[src/rtl/game_pkg.sv]
// Shared game-flow types and constants for the phase sequencer, display and score blocks.
package game_pkg;

  localparam int unsigned LEVEL_W = 5;
  localparam int unsigned SECS_W  = 6;

  localparam int unsigned PRELIM_SECS_DEF = 3;
  localparam int unsigned PLAY_SECS_DEF   = 20;
  localparam int unsigned ANSWER_SECS_DEF = 10;
  localparam int unsigned POST_SECS_DEF   = 3;
  localparam int unsigned MAX_LEVEL_DEF   = 10;

  typedef enum logic [2:0] {
    StIdle,
    StPrelim,
    StPlay,
    StAnswer,
    StPost,
    StDone
  } state_e;

endpackage

[src/rtl/game_phase_sequencer_if.sv]
// Control/status bundle between the game-flow sequencer and its surroundings.
interface game_phase_sequencer_if;
  import game_pkg::*;

  logic               start;
  logic               Clk1Hz;
  logic               answerSubmit;
  logic               prelimPeriod;
  logic               answerPeriod;
  logic               postPeriod;
  logic               levelChng;
  logic [LEVEL_W-1:0] level;
  logic [SECS_W-1:0]  secondsLeft;
  logic               periodStart;
  logic               gameOver;

  modport master (
    output start, Clk1Hz, answerSubmit,
    input  prelimPeriod, answerPeriod, postPeriod, levelChng, level, secondsLeft,
           periodStart, gameOver
  );

  modport slave (
    input  start, Clk1Hz, answerSubmit,
    output prelimPeriod, answerPeriod, postPeriod, levelChng, level, secondsLeft,
           periodStart, gameOver
  );

endinterface

[src/rtl/period_timer.sv]
// Loadable down-counter advanced by the 1 Hz tick; expire flags the tick that ends a period.
module period_timer
  import game_pkg::*;
(
  input  logic              clk,
  input  logic              reset,
  input  logic              load,
  input  logic [SECS_W-1:0] load_val,
  input  logic              tick,
  output logic [SECS_W-1:0] count,
  output logic              expire
);

  always_ff @(posedge clk) begin
    if (reset) begin
      count <= '0;
    end else if (load) begin
      count <= load_val;
    end else if (tick && (count > SECS_W'(1))) begin
      count <= count - SECS_W'(1);
    end
  end

  // Count never rests at 1 outside a timed state, so no state qualification is needed here.
  assign expire = tick && (count == SECS_W'(1));

endmodule

[src/rtl/game_phase_sequencer.sv]
// Game-flow FSM: prelim countdown, symbol play, answer entry and result display per level.
module game_phase_sequencer
  import game_pkg::*;
#(
  parameter int unsigned PRELIM_SECS = PRELIM_SECS_DEF,
  parameter int unsigned PLAY_SECS   = PLAY_SECS_DEF,
  parameter int unsigned ANSWER_SECS = ANSWER_SECS_DEF,
  parameter int unsigned POST_SECS   = POST_SECS_DEF,
  parameter int unsigned MAX_LEVEL   = MAX_LEVEL_DEF
) (
  input logic                   Clk100M,
  input logic                   reset,
  game_phase_sequencer_if.slave bus
);

  state_e             state_q, state_d;
  logic               load;
  logic [SECS_W-1:0]  load_val;
  logic               level_inc;
  logic               restart;
  logic               expire;
  logic [SECS_W-1:0]  secs;
  logic [LEVEL_W-1:0] level_q;
  logic               prelim_q, answer_q, post_q, level_chng_q, period_start_q, game_over_q;

  period_timer u_timer (
    .clk      (Clk100M),
    .reset    (reset),
    .load     (load),
    .load_val (load_val),
    .tick     (bus.Clk1Hz),
    .count    (secs),
    .expire   (expire)
  );

  always_comb begin
    state_d   = state_q;
    load      = 1'b0;
    load_val  = '0;
    level_inc = 1'b0;
    restart   = 1'b0;
    unique case (state_q)
      StIdle, StDone: begin
        if (bus.start) begin
          state_d  = StPrelim;
          load     = 1'b1;
          load_val = SECS_W'(PRELIM_SECS);
          restart  = 1'b1;
        end
      end
      StPrelim: begin
        if (expire) begin
          state_d  = StPlay;
          load     = 1'b1;
          load_val = SECS_W'(PLAY_SECS);
        end
      end
      StPlay: begin
        if (expire) begin
          state_d  = StAnswer;
          load     = 1'b1;
          load_val = SECS_W'(ANSWER_SECS);
        end
      end
      StAnswer: begin
        // Submit and expiry coinciding still produce a single entry into POST.
        if (bus.answerSubmit || expire) begin
          state_d  = StPost;
          load     = 1'b1;
          load_val = SECS_W'(POST_SECS);
        end
      end
      StPost: begin
        if (expire) begin
          load = 1'b1;
          if (level_q < LEVEL_W'(MAX_LEVEL)) begin
            state_d   = StPlay;
            load_val  = SECS_W'(PLAY_SECS);
            level_inc = 1'b1;
          end else begin
            state_d  = StDone;
            load_val = '0;
          end
        end
      end
      default: state_d = StIdle;
    endcase
  end

  always_ff @(posedge Clk100M) begin
    if (reset) begin
      state_q        <= StIdle;
      level_q        <= LEVEL_W'(1);
      prelim_q       <= 1'b0;
      answer_q       <= 1'b0;
      post_q         <= 1'b0;
      level_chng_q   <= 1'b0;
      period_start_q <= 1'b0;
      game_over_q    <= 1'b0;
    end else begin
      state_q <= state_d;
      if (restart) begin
        level_q <= LEVEL_W'(1);
      end else if (level_inc) begin
        level_q <= level_q + LEVEL_W'(1);
      end
      prelim_q       <= (state_d == StPrelim);
      answer_q       <= (state_d == StAnswer);
      post_q         <= (state_d == StPost);
      level_chng_q   <= level_inc;
      // DONE is not a timed period, so its zero load does not count as a period start.
      period_start_q <= load && (state_d != StDone);
      game_over_q    <= (state_d == StDone);
    end
  end

  assign bus.prelimPeriod = prelim_q;
  assign bus.answerPeriod = answer_q;
  assign bus.postPeriod   = post_q;
  assign bus.levelChng    = level_chng_q;
  assign bus.level        = level_q;
  assign bus.secondsLeft  = secs;
  assign bus.periodStart  = period_start_q;
  assign bus.gameOver     = game_over_q;

endmodule

[src/flat_wrapper.sv]
// flat-port wrapper written by rule: the top's interface ports become plain ports
module game_phase_sequencer_flat import game_pkg::*;
#(
  parameter int unsigned PRELIM_SECS = PRELIM_SECS_DEF,
  parameter int unsigned PLAY_SECS   = PLAY_SECS_DEF,
  parameter int unsigned ANSWER_SECS = ANSWER_SECS_DEF,
  parameter int unsigned POST_SECS   = POST_SECS_DEF,
  parameter int unsigned MAX_LEVEL   = MAX_LEVEL_DEF
)
  (Clk100M, reset, bus_start, bus_Clk1Hz, bus_answerSubmit, bus_prelimPeriod, bus_answerPeriod, bus_postPeriod, bus_levelChng, bus_level, bus_secondsLeft, bus_periodStart, bus_gameOver);
  game_phase_sequencer_if bus_i ();
  input logic Clk100M;
  input logic reset;
  input wire logic [$bits(bus_i.start)-1:0] bus_start;
  input wire logic [$bits(bus_i.Clk1Hz)-1:0] bus_Clk1Hz;
  input wire logic [$bits(bus_i.answerSubmit)-1:0] bus_answerSubmit;
  output wire logic [$bits(bus_i.prelimPeriod)-1:0] bus_prelimPeriod;
  output wire logic [$bits(bus_i.answerPeriod)-1:0] bus_answerPeriod;
  output wire logic [$bits(bus_i.postPeriod)-1:0] bus_postPeriod;
  output wire logic [$bits(bus_i.levelChng)-1:0] bus_levelChng;
  output wire logic [$bits(bus_i.level)-1:0] bus_level;
  output wire logic [$bits(bus_i.secondsLeft)-1:0] bus_secondsLeft;
  output wire logic [$bits(bus_i.periodStart)-1:0] bus_periodStart;
  output wire logic [$bits(bus_i.gameOver)-1:0] bus_gameOver;
  assign bus_i.start = bus_start;
  assign bus_i.Clk1Hz = bus_Clk1Hz;
  assign bus_i.answerSubmit = bus_answerSubmit;
  assign bus_prelimPeriod = bus_i.prelimPeriod;
  assign bus_answerPeriod = bus_i.answerPeriod;
  assign bus_postPeriod = bus_i.postPeriod;
  assign bus_levelChng = bus_i.levelChng;
  assign bus_level = bus_i.level;
  assign bus_secondsLeft = bus_i.secondsLeft;
  assign bus_periodStart = bus_i.periodStart;
  assign bus_gameOver = bus_i.gameOver;
  game_phase_sequencer #(.PRELIM_SECS(PRELIM_SECS), .PLAY_SECS(PLAY_SECS), .ANSWER_SECS(ANSWER_SECS), .POST_SECS(POST_SECS), .MAX_LEVEL(MAX_LEVEL)) u_core (.Clk100M(Clk100M), .reset(reset), .bus(bus_i));
endmodule
[config.mk]
export PLATFORM = sky130hd
export DESIGN_NAME = game_phase_sequencer_flat
export DESIGN_NICKNAME = d
export VERILOG_FILES = /design/src/rtl/game_pkg.sv /design/src/rtl/game_phase_sequencer_if.sv /design/src/rtl/period_timer.sv /design/src/rtl/game_phase_sequencer.sv /design/src/flat_wrapper.sv
export SDC_FILE = /design/constraint.sdc
export NUM_CORES = 1
export LEC_CHECK = 0
export BUFFER_PORTS_ARGS = -buffer_cell sky130_fd_sc_hd__buf_2
export CORE_ASPECT_RATIO = 1.25
export CORE_MARGIN = 10
export CORE_UTILIZATION = 50
export DETAILED_ROUTE_END_ITERATION = 7
export HOLD_SLACK_MARGIN = 0.12
export PLACE_DENSITY = 0.73
export SLEW_MARGIN = 20
export SYNTH_ARGS = -nofsm -noshare
export SYNTH_HDL_FRONTEND = slang
export SYNTH_HIERARCHICAL = 1
export SYNTH_SLANG_ARGS = --single-unit
[constraint.sdc]
create_clock -name Clk100M -period 4.12 [get_ports Clk100M]
set_input_delay 0.206 -clock Clk100M [delete_from_list [all_inputs] [get_ports Clk100M]]
set_output_delay 0.206 -clock Clk100M [all_outputs]
set_load 0.005 [all_outputs]
After elaboration in Yosys (flattened, before gate mapping)
Index checks and enable logic that the tools add are counted.

Add/sub/neg operators: 2. $mul: 0. Divide/modulo/power cells: 0. $lt $le $gt $ge: 2. Eq/ne operators: 11. Shifts and indexed selects: 0. Multiplexer cells: 24. Bitwise operators: 0. Reductions and logical operators: 9.

Operators by type and width (count): $pmux 6 s5 (1); $mux 3 (6); $mux 6 (3); $pmux 3 s5 (1); $eq 3x3->1 const B (4); $mux 5 (2); $eq 3x2->1 const B (3); $mux 1 (7); $eq 3x1->1 const B (2); $eq 6x1->1 const B (1); $gt 6x1->1 const B (1); $sub 6x1->6 const B (1); $add 5x1->5 const B (1); $lt 5x4->1 const B (1); $mux 2 (2); $mux 4 (1); $reduce_or 2->1 (2); $logic_and 1x1->1 (3); $logic_not 3->1 (1); $ne 3x3->1 const B (1); $pmux 1 s3 (1); $reduce_or 3->1 (1); $reduce_bool 2->1 (1); $logic_or 1x1->1 (1).

Flip-flop bits (word level): 20. Latch bits: 0. Memory bits (writable): 0. Memory bits (read-only): 0. Memories: 0.

Logic depth before layout (Yosys ltp)
Gate-level depths: netlist of the first run.

Depth in word-level cells: 7. Depth in mapped cells: 11. Depth with buffers taken out: 9.

Modules after synthesis
The synthesis of the first run kept the hierarchy.

Modules (own cells, without submodules): game_phase_sequencer (instances 1, cells each 82, area each 762.0 um^2, seq. area each 280.3 um^2); period_timer (instances 1, cells each 51, area each 415.4 um^2, seq. area each 120.1 um^2).

Least setup slack after synthesis of the first run
OpenSTA, ideal clock, no wires.

Path kind: register -> register. From: register u_core.u_timer.count[3]. To: register u_core.u_timer.count[1]. Setup time: 0.086 ns. Arrival time: 2.316 ns. Path slack: 1.719 ns. Stages on the path, launching flop included: 11. Path buffers: 2. Cell sequence: dfxtp_1 > nor4_1 > and3_2 > buf_2 > mux2i_1 > o21ai_0 > a221o_1 > clkbuf_1 > inv_1 > o2111a_1 > a211oi_1.

Word-level cells in the longest chain between the ends: 6. Elaborated cells between the ends (all ways): 14. Classes of those cells: 1 x order compare; 1 x eq/ne; 8 x mux; 4 x reduce/logical.

RTL lines: start, declared (line period_timer.sv:10) `output logic [SECS_W-1:0] count,`; start signal, assigned (line period_timer.sv:18) `count <= load_val;`; start signal, assigned (line period_timer.sv:20) `count <= count - SECS_W'(1);`; $eq 6x1->1 (*) (line period_timer.sv:25) `assign expire = tick && (count == SECS_W'(1));`; $logic_and 1x1->1 (*) (line period_timer.sv:25); named net u_core.expire (line game_phase_sequencer.sv:21) `logic expire;`; $logic_or 1x1->1 (line game_phase_sequencer.sv:67) `if (bus.answerSubmit || expire) begin`; $mux 1 (line game_phase_sequencer.sv:67); $pmux 1 s3 (*) (line game_phase_sequencer.sv:42) `unique case (state_q)`; named net u_core.load (line game_phase_sequencer.sv:17) `logic load;`; $mux 6 / $reduce_bool 2->1 (equally long branches).

Mark *: on every way through the listed nets, which the timed path passes. The rest lies on a longest branch. A chain may end at the register's enable or synchronous reset.

Final worst setup path of the first run
From: register u_core.u_timer.count[2]. To: register u_core.u_timer.count[1].

Same word-level chain as after synthesis.

==> results of run 1 <==
-- metal layers --
metal | global-route usage [%] | wire, um | up-vias
met3 | 4.354 | 210 | 2
met2 | 20.13 | 1273 | 35
met4 | 4.866 | 16 | 0
met1 | 12.48 | 1168 | 488
li1 | - | - | 529
met5 | 0 | 0 | -
-- layout make-up --
cell class                 instances  area (sq um)  area share, %
inverter                          10         37.54          2.865
multi-input combinational         97         705.7          53.87
clock buffer                       3         22.52          1.719
timing repair buffer              21         105.1          8.023
sequential                        20         400.4          30.56
tap                               31         38.79          2.961
-- metrics by stage --
| stage | hold WS (ns) | std cells | utilization (%) | setup slack, ns |
|---|---|---|---|---|
| 2_1_floorplan | 0.2781 | 133 | - | 1.719 |
| 3_5_place_dp | 0.4950 | 179 | 57.61 | 1.501 |
| 5_1_grt | 0.2294 | 182 | 58.62 | 1.236 |
| 6_report | 0.2321 | 182 | 58.62 | 1.484 |
| 4_1_cts | 0.2138 | 182 | 58.62 | 1.496 |
| 3_3_place_gp | 0.4894 | 179 | 57.61 | 1.683 |
-- worst max-delay path by stage --
stage | startpoint | endpoint | cells past startpoint | slack [ns]
2_1_floorplan | u_core/u_timer/count[3]$_SDFFE_PP0P_ | u_core/u_timer/count[1]$_SDFFE_PP0P_ | 10 | 1.72
3_3_place_gp | u_core/u_timer/count[3]$_SDFFE_PP0P_ | u_core/u_timer/count[1]$_SDFFE_PP0P_ | 8 | 1.68
3_5_place_dp | u_core/u_timer/count[2]$_SDFFE_PP0P_ | u_core/u_timer/count[1]$_SDFFE_PP0P_ | 8 | 1.50
4_1_cts | u_core/u_timer/count[2]$_SDFFE_PP0P_ | u_core/u_timer/count[1]$_SDFFE_PP0P_ | 8 | 1.50
5_1_grt | u_core/u_timer/count[2]$_SDFFE_PP0P_ | u_core/u_timer/count[1]$_SDFFE_PP0P_ | 8 | 1.24
6_report | u_core/u_timer/count[2]$_SDFFE_PP0P_ | u_core/u_timer/count[1]$_SDFFE_PP0P_ | 8 | 1.48
-- critical path, delay by kind of cell (launching register included) --
family / cells / cell delay [ns]
muxes: 1 / 0.11
AOI/OAI and AO/OA: 4 / 0.96
DFF: 1 / 0.38
and+or+nand+nor: 2 / 0.91
buffers and inverters: 1 / 0.20
-- cells by family after synthesis --
group	count (synthesis)
XOR/XNOR	2
flip-flops	20
multiplexers	3
buffers and inverters	16
other	1
AND/OR/NAND/NOR	54
AO/OA/AOI/OAI	34
adder cells (fa/ha/maj)	3
-- cells in the mapped netlist (2+ instances only) --
cell,n
ha_1,3
buf_2,3
or4_1,2
clkbuf_1,2
a311oi_1,2
a21oi_1,4
a221o_1,2
nand2_1,5
a31oi_1,2
or2_2,2
xnor2_1,2
dfxtp_1,20
a221oi_1,2
nand2b_1,5
mux2i_1,3
and4bb_1,2
inv_1,10
nor3_2,2
nand3_1,3
nor2_1,15
nor3b_1,3
o21ai_0,6
nor3_1,4
-- state kept, by name (all words and copies together) (netlist names) --
register	cells
u_core/bus.postPeriod	1
u_core/bus.gameOver	1
u_core/bus.levelChng	1
u_core/u_timer/count	6
u_core/state_q	3
u_core/bus.prelimPeriod	1
u_core/bus.level	5
u_core/bus.periodStart	1
u_core/bus.answerPeriod	1
-- placed cells by master, fill, tap and decap left out, types with 4 or more instances in the layout --
cell and instances:
dfxtp_1 20, buf_2 21, inv_1 10, nor3_1 4
nand2_1 5, nor2_1 15, a21oi_1 4, nand2b_1 5
o21ai_0 6
-- power groups by stage --
stage                     Combinational, uW  Sequential, uW  Clock, uW
after floorplan                        95.8             228          0
after global placement                  126             232          0
after detailed placement                127             233          0
after CTS                               128             228       94.8
after global routing                    144             231        103
final                                   128             228       90.6
==> flow_summary.toml, run 1 <==
[power]
clockPowerShare_pct = 20.3
combPwrFrac_pct = 28.6
pwr-share-seq_pct = 51.1
p_switching_uw = 146.1
ir_worst_vdd_uv = 227.4
swShare_pct = 32.70
power_uw = 446.7
leakage_uw = 0.0005155
internal_power_uw = 300.7
p_per_area_nw_per_um2 = 341.0

[setup_path]
crit_type = "flip-flop to flip-flop"
reg2regPathDepth = 8
reg2reg_to = "u_core/u_timer/count[1]$_SDFFE_PP0P_"
worst_ep_arrival_time_ns = 2.85
critPathMaxFanout = 11
reg2reg_from = "u_core/u_timer/count[2]$_SDFFE_PP0P_"
start_kind = "flip-flop"
worstPathRequired_ns = 4.33
r2r_slack_ns = 1.48
crit_slowest_cell = "nor4_1"
slowest_delay_ns = 0.52
cp-end-kind = "flip-flop"
worstPathCellList = "nor4_1 -> and3_2 -> mux2i_1 -> o21ai_0 -> a221o_1 -> inv_1 -> o2111a_1 -> a211oi_1"

[drt]
wl_per_cell_um = 14.66
ant_nets = 0
via_count = 1054
viasPerCell = 5.791
firstDrtPassIters = 4
drt-total-wl_mm = 2.669
drc_errors = 0
drtIter0Drc = 38

[floorplan]
row_count = 19
dieHeight_um = 74.26
dieArea_sq_um = 4708
pin_count = 22
coreArea_sq_um = 2235
start_util_pct = 52.69
die_x_um = 63.40

[sta]
fin_crit_sh_pct = 63.99
drv_slew = 0
period_needed_ns = 2.636
hold_violations = 0
tightest_slew_ns = 0.5413
rsz0062_at_grt = "no"
fmax_mhz = 379.3
skew_ns = 0.008292
fin_setup_tns_ns = 0
relSlewSlack_pct = 63.58
setup_viol = 0

[flow_run]
max_cap_violations = 0

[layout]
nNetsFinal = 161
drive_gt1_share_pct = 25.83
nFillCells = 216
area_delta_synth_final_pct = 11.26
final_area_sq_um = 1310
antenna-diode-count = 0

[global_route]
grt_max_degree = 19
antenna_found_initial = 0
grt_overflow_total = 0
grt_usage_pct = 11.58
grt_pass1_wl_mm = 4.512
grt_pass1_vias = 1017

[cts]
ctsResizeCount = 0
clk_path_buf_depth = 2
cts-root-buf = "clkbuf_4"
cts_inserted_buffers = 3
cts.clk_slew.worst_paths_ns = 0.11
h-tree-depth = 1
cts_tree = "built"
worstSkewPairLatency_ns = 0.30
postCtsSetupRepairBufs = 0
holdBufCountCts = 0
cts.sinks = 20

[synthesis]
ys_ff_latch = 20
synth_compound_area_share_pct = 23.17
synth_top_family_by_area = "simple AND/OR/NAND/NOR gates"
ys.warnings.count = 6
synthArstFlopShare_pct = 0
synthDistinctLibCells = 52
ys_top_cells_by_area = "dfxtp_1, nor2_1, ha_1"
yosysTopAreaCell = "dfxtp_1"
synthAdderAreaFrac_pct = 3.188
syn-cell-area_sq_um = 1177
synth_top_area_share_pct = 34.01
synthesis.instances = 133
synthMuxAreaShare_pct = 2.550
synth_edf_count = 0
synth-xor-area-share_pct = 1.488
syn-num-nets = 141
ys_seq_area_share_pct = 34.01
avgSynthCellArea_sq_um = 8.852
ys.flop_type = "dfxtp_1"
synth-simple-area-share_pct = 29.22

[min_path]
holdPathEnd = "u_core/u_timer/count[0]$_SDFFE_PP0P_"
min_from = "bus_Clk1Hz"
hold-path-cell-count = 3
hp-class = "input port to flip-flop"

[placed_design]
dp_hpwl_mm = 2.005
postPlaceCellArea_sq_um = 1287
portBuffers = 21
finalWeightedCongestion = 0.8224

[outcome]
outcome = "finished, final reports clean"
Note: power is estimated with default switching activity, not from simulation.
==> run 2: changes to the inputs <==
Settings changed: ABC_AREA from default to 1.
Clock period 4.12 ns to 2.65 ns, I/O delays scaled along.
==> run 2 against run 1 <==
Routed wire length down 2.1%; clock-buffer cell count unchanged; sequential share of layout area about the same; synthesized cell count up 29%; die area down 1.8%; hold slack worse by 0.061 ns; core utilization up 1.2 points; largest power group is now combinational cells.
==> flow_summary.toml, run 2 <==
[setup_path]
path_delay_family = "simple AND/OR/NAND/NOR gates"
r2r_slack_ns = 0.47
worstPathRequired_ns = 2.83
worst-path-buf-inv = 3
reg2reg_from = "u_core/u_timer/count[1]$_SDFFE_PP0P_"
worst_ep_arrival_time_ns = 2.35
cp_num_cells = 12
startpoint = "u_core/u_timer/count[1]$_SDFFE_PP0P_"
critPathMaxFanout = 10
crit_slowest_cell = "dfxtp_1"
start_kind = "flip-flop"
crit_type = "flip-flop to flip-flop"
reg2regPathDepth = 12
worstPathCellList = "inv_1 -> ha_1 -> nand2_1 -> nor2_1 -> o21ai_1 -> inv_1 -> nor2_1 -> nand2_1 -> inv_1 -> nand2_4 -> o21ai_0 -> a21oi_1"
cpMostUsedCell = "inv_1"
slowest_delay_ns = 0.38
reg2reg_to = "u_core/u_timer/count[0]$_SDFFE_PP0P_"
crit_path_end = "u_core/u_timer/count[0]$_SDFFE_PP0P_"
cp-end-kind = "flip-flop"

[cts]
cts_inserted_buffers = 3
cts.sinks = 20
ctsResizeCount = 0
cts_tree = "built"
cts.clk_slew.worst_paths_ns = 0.10
clk_path_buf_depth = 2
cts-root-buf = "clkbuf_4"
holdBufCountCts = 0
postCtsSetupRepairBufs = 0
worstSkewPairLatency_ns = 0.28
h-tree-depth = 1

[drt]
firstDrtPassIters = 4
viasPerCell = 5.036
ant_nets = 0
via_count = 1133
drtIter0Drc = 57
drc_errors = 0
drt-total-wl_mm = 2.614
wl_per_cell_um = 11.62

[floorplan]
die_x_um = 62.85
coreArea_sq_um = 2187
dieArea_sq_um = 4623
start_util_pct = 52.46
dieHeight_um = 73.56
pin_count = 22
row_count = 19

[synthesis]
ys_top_cells_by_area = "dfxtp_1, nand2_1, inv_1"
synthArstFlopShare_pct = 0
synth-xor-area-share_pct = 0.7634
synth_compound_area_share_pct = 10.14
yosysTopAreaCell = "dfxtp_1"
synth-simple-area-share_pct = 39.91
ys_seq_area_share_pct = 34.90
synthDistinctLibCells = 25
synth_edf_count = 0
syn-num-nets = 179
synth_top_area_share_pct = 34.90
synthesis.instances = 171
syn-cell-area_sq_um = 1147
ys.warnings.count = 6
synthAdderAreaFrac_pct = 3.272
synth.most_common_cell = "nand2_1"
synth_top_family_by_area = "simple AND/OR/NAND/NOR gates"
avgSynthCellArea_sq_um = 6.710
ys.flop_type = "dfxtp_1"
synthMuxAreaShare_pct = 0
ys_ff_latch = 20
ys_top_cells_by_count = "nand2_1, inv_1, dfxtp_1, nor2_1, nand3_1"

[global_route]
grt_overflow_total = 0
antenna_found_initial = 0
grt_pass1_wl_mm = 4.664
grt_usage_pct = 11.83
grt_pass1_vias = 1137
grt_max_degree = 12

[layout]
final_area_sq_um = 1309
area_delta_synth_final_pct = 14.07
most-common-layout-cells = "nand2_1, inv_1, buf_2"
antenna-diode-count = 0
largest_register = "u_core/u_timer/count"
largest_reg_flops = 6
final_common_cell = "nand2_1"
nNetsFinal = 204
drive_gt1_share_pct = 24.74

[sta]
period_needed_ns = 2.178
skew_ns = 0.003515
fin_setup_tns_ns = 0
fmax_mhz = 459.2
drv_slew = 0
rsz0062_at_grt = "no"
setup_viol = 0
fin_crit_sh_pct = 82.18
hold_violations = 0

[placed_design]
portBuffers = 21
postPlaceCellArea_sq_um = 1286
finalWeightedCongestion = 0.9489
dp_hpwl_mm = 2.145

[outcome]
outcome = "finished, final reports clean"

[power]
p_per_area_nw_per_um2 = 742.0
leakage_uw = 0.0006982
ir_worst_vdd_uv = 377.7

[min_path]
hp-class = "input port to flip-flop"

[flow_run]
max_cap_violations = 0
[run 2: worst min-delay path by stage]
stage / startpoint / end / slack (ns) / cells past startpoint
after floorplan: reset / u_core/bus.answerPeriod$_SDFF_PP0_ / 0.20 / 1
after global placement: u_core/bus.level[3]$_SDFFE_PP0P_ / u_core/bus.level[3]$_SDFFE_PP0P_ / 0.45 / 2
after detailed placement: u_core/bus.level[3]$_SDFFE_PP0P_ / u_core/bus.level[3]$_SDFFE_PP0P_ / 0.46 / 2
after CTS: reset / u_core/state_q[2]$_SDFF_PP0_ / 0.16 / 2
after global routing: reset / u_core/state_q[2]$_SDFF_PP0_ / 0.17 / 2
final: reset / u_core/state_q[2]$_SDFF_PP0_ / 0.17 / 2
[run 2: logic make-up (layout without fill, tap and decap cells)]
family | Yosys count | in the layout
AND/OR/NAND/NOR | 94 | 94
AO/OA/AOI/OAI | 21 | 21
adder cells (fa/ha/maj) | 3 | 3
other | 1 | 1
XOR/XNOR | 1 | 1
flip-flops | 20 | 20
buffers and inverters | 31 | 54
[run 2: through the flow]
step                worst slack (ns)  power [uW]  utilization (%)  hold WS, ns  instances
floorplan                     0.7810       727.4                -       0.2016        171
global placement              0.5598       837.7            58.81       0.4493        222
detailed placement            0.5029       845.1            58.81       0.4553        222
CTS                           0.4817       981.7            59.84       0.1613        225
global route                  0.2166        1066            59.84       0.1709        225
finish                        0.4723       971.1            59.84       0.1707        225
[run 2: layout make-up]
type,instances,area [sq um]
clock buffers,3,22.52
fillers,215,878.3
inverters,30,117.6
multi-input cells,120,624.3
flip-flops and latches,20,400.4
well taps,31,38.79
repair buffers,21,105.1
[run 2: layer usage]
metal | GRT usage [%] | share of wire (%) | up-vias
met3 | 2.432 | 4.1 | 10
met1 | 11.95 | 40 | 508
met2 | 22.83 | 53 | 34
li1 | - | - | 581
met5 | 0 | 0 | -
met4 | 5.473 | 3.3 | 0
[run 2: power by group]
part           internal (uW)  total (uW)  switching [uW]
combinational            168         448             280
clock                   52.7         132            79.1
sequential               341         391            50.1
total                    562         971             409
==> run 3: changes to the inputs <==
Clock period 2.65 ns to 2.2 ns, I/O delays scaled along.
==> run 3 against run 2 <==
Highest routed layer unchanged; routed wire length up 7.5%; worst setup slack worse by 0.20 ns; via count is essentially flat; fmax up 13%; sequential share of layout area shrank 1.1 points; sequential power grew 20%; critical path type unchanged; power rose by 38%.
==> flow_summary.toml, run 3 (synthesis results as in run 2) <==
[drt]
ant_nets = 0
wl_per_cell_um = 12.33
firstDrtPassIters = 5
viasPerCell = 4.965
drt-total-wl_mm = 2.811
drtIter0Drc = 57
drc_errors = 0
via_count = 1132

[cts]
cts.sinks = 20
cts.clk_slew.worst_paths_ns = 0.12
ctsResizeCount = 0
postCtsSetupRepairBufs = 0
cts_tree = "built"
holdBufCountCts = 0
clk_path_buf_depth = 2
cts_inserted_buffers = 3
cts-root-buf = "clkbuf_4"
h-tree-depth = 1
worstSkewPairLatency_ns = 0.30

[setup_path]
critPathMaxFanout = 10
r2r_slack_ns = 0.28
crit_path_end = "u_core/u_timer/count[1]$_SDFFE_PP0P_"
reg2reg_to = "u_core/u_timer/count[1]$_SDFFE_PP0P_"
worst_ep_arrival_time_ns = 2.12
reg2regPathDepth = 12
start_kind = "flip-flop"
cp-end-kind = "flip-flop"
startpoint = "u_core/u_timer/count[1]$_SDFFE_PP0P_"
worstPathRequired_ns = 2.40
reg2reg_from = "u_core/u_timer/count[1]$_SDFFE_PP0P_"
crit_type = "flip-flop to flip-flop"

[global_route]
grt_max_degree = 13
grt_pass1_wl_mm = 4.961
grt_overflow_total = 0
grt_pass1_vias = 1188
grt_usage_pct = 12.95
antenna_found_initial = 0

[layout]
nFillCells = 216
most-common-layout-cells = "nand2_1, buf_2, inv_1"
final_core_util_pct = 62.01
area_delta_synth_final_pct = 18.21
nNetsFinal = 206
largest_reg_flops = 6
antenna-diode-count = 0
final_common_cell = "nand2_1"
largest_register = "u_core/u_timer/count"
drive_gt1_share_pct = 26.90

[placed_design]
portBuffers = 21
dp_hpwl_mm = 2.221
finalWeightedCongestion = 0.9428
post-place-ws_ns = 0.2082

[floorplan]
row_count = 19
dieHeight_um = 73.56
die_x_um = 62.85
dieArea_sq_um = 4623
pin_count = 22
coreArea_sq_um = 2187
start_util_pct = 52.46

[power]
p_per_area_nw_per_um2 = 986.4
leakage_uw = 0.0007220
ir_worst_vdd_uv = 604.8

[sta]
fin_crit_sh_pct = 87.41
hold_violations = 0
drv_slew = 0
skew_ns = 0.004607
finalWorstSetupSlack_ns = 0.2769
rsz0062_at_grt = "no"
period_needed_ns = 1.923
whs_ns = 0.1355
fin_setup_tns_ns = 0
setup_viol = 0
fmax_mhz = 520.0

[outcome]
outcome = "finished, final reports clean"

[min_path]
hp-class = "input port to flip-flop"

[flow_run]
max_cap_violations = 0
## run 3: area by class of cell
type	count	area [sq um]	share of cell area [%]
Multi-Input combinational cell	120	626.9	46.22
Sequential cell	20	400.4	29.52
Timing Repair Buffer	23	120.1	8.856
Inverter	30	117.6	8.672
Tap cell	31	38.79	2.860
Clock inverter	1	30.03	2.214
Clock buffer	3	22.52	1.661
## run 3: worst min-delay path by stage
stage,endpoint,slack [ns],cells after the start,start
final,u_core/bus.levelChng$_SDFF_PP0_,0.14,2,reset
after global routing,u_core/bus.answerPeriod$_SDFF_PP0_,0.14,4,bus_answerSubmit
after CTS,u_core/u_timer/count[3]$_SDFFE_PP0P_,0.12,2,reset
after detailed placement,u_core/bus.levelChng$_SDFF_PP0_,0.45,2,reset
after global placement,u_core/state_q[2]$_SDFF_PP0_,0.43,2,reset
after floorplan,u_core/bus.answerPeriod$_SDFF_PP0_,0.18,1,reset
## run 3: critical path, cell delays in order, from the launching register on
cell	delay (ns)
dfxtp_1	0.39
inv_1	0.07
ha_1	0.19
nand2_1	0.06
nor2_1	0.07
o21ai_1	0.17
inv_1	0.06
nor2_1	0.18
nand2_2	0.17
inv_2	0.15
nand2_4	0.09
o21ai_0	0.18
nor2_1	0.05
## run 3: power breakdown
| part | internal (uW) | total (uW) | switching [uW] |
|---|---|---|---|
| Sequential | 411 | 471 | 60.7 |
| Clock | 184 | 297 | 114 |
| Combinational | 212 | 569 | 357 |
| Total | 807 | 1340 | 531 |
## run 3: metal layers
metal  vias to the layer above  track usage (%)  wire length, um
li1                        588                -                -
met1                       499            13.04             1151
met2                        39            24.43             1431
met3                         6            3.799              163
met4                         0            5.473               63
met5                         -                0                0
## run 3: through the flow
step / instance area, sq um / cells / power (uW)
after floorplan: 1147 / 171 / 876.2
after global placement: 1301 / 224 / 1021
after detailed placement: 1301 / 224 / 1036
after CTS: 1354 / 228 / 1337
after global routing: 1356 / 228 / 1444
final: 1356 / 228 / 1338
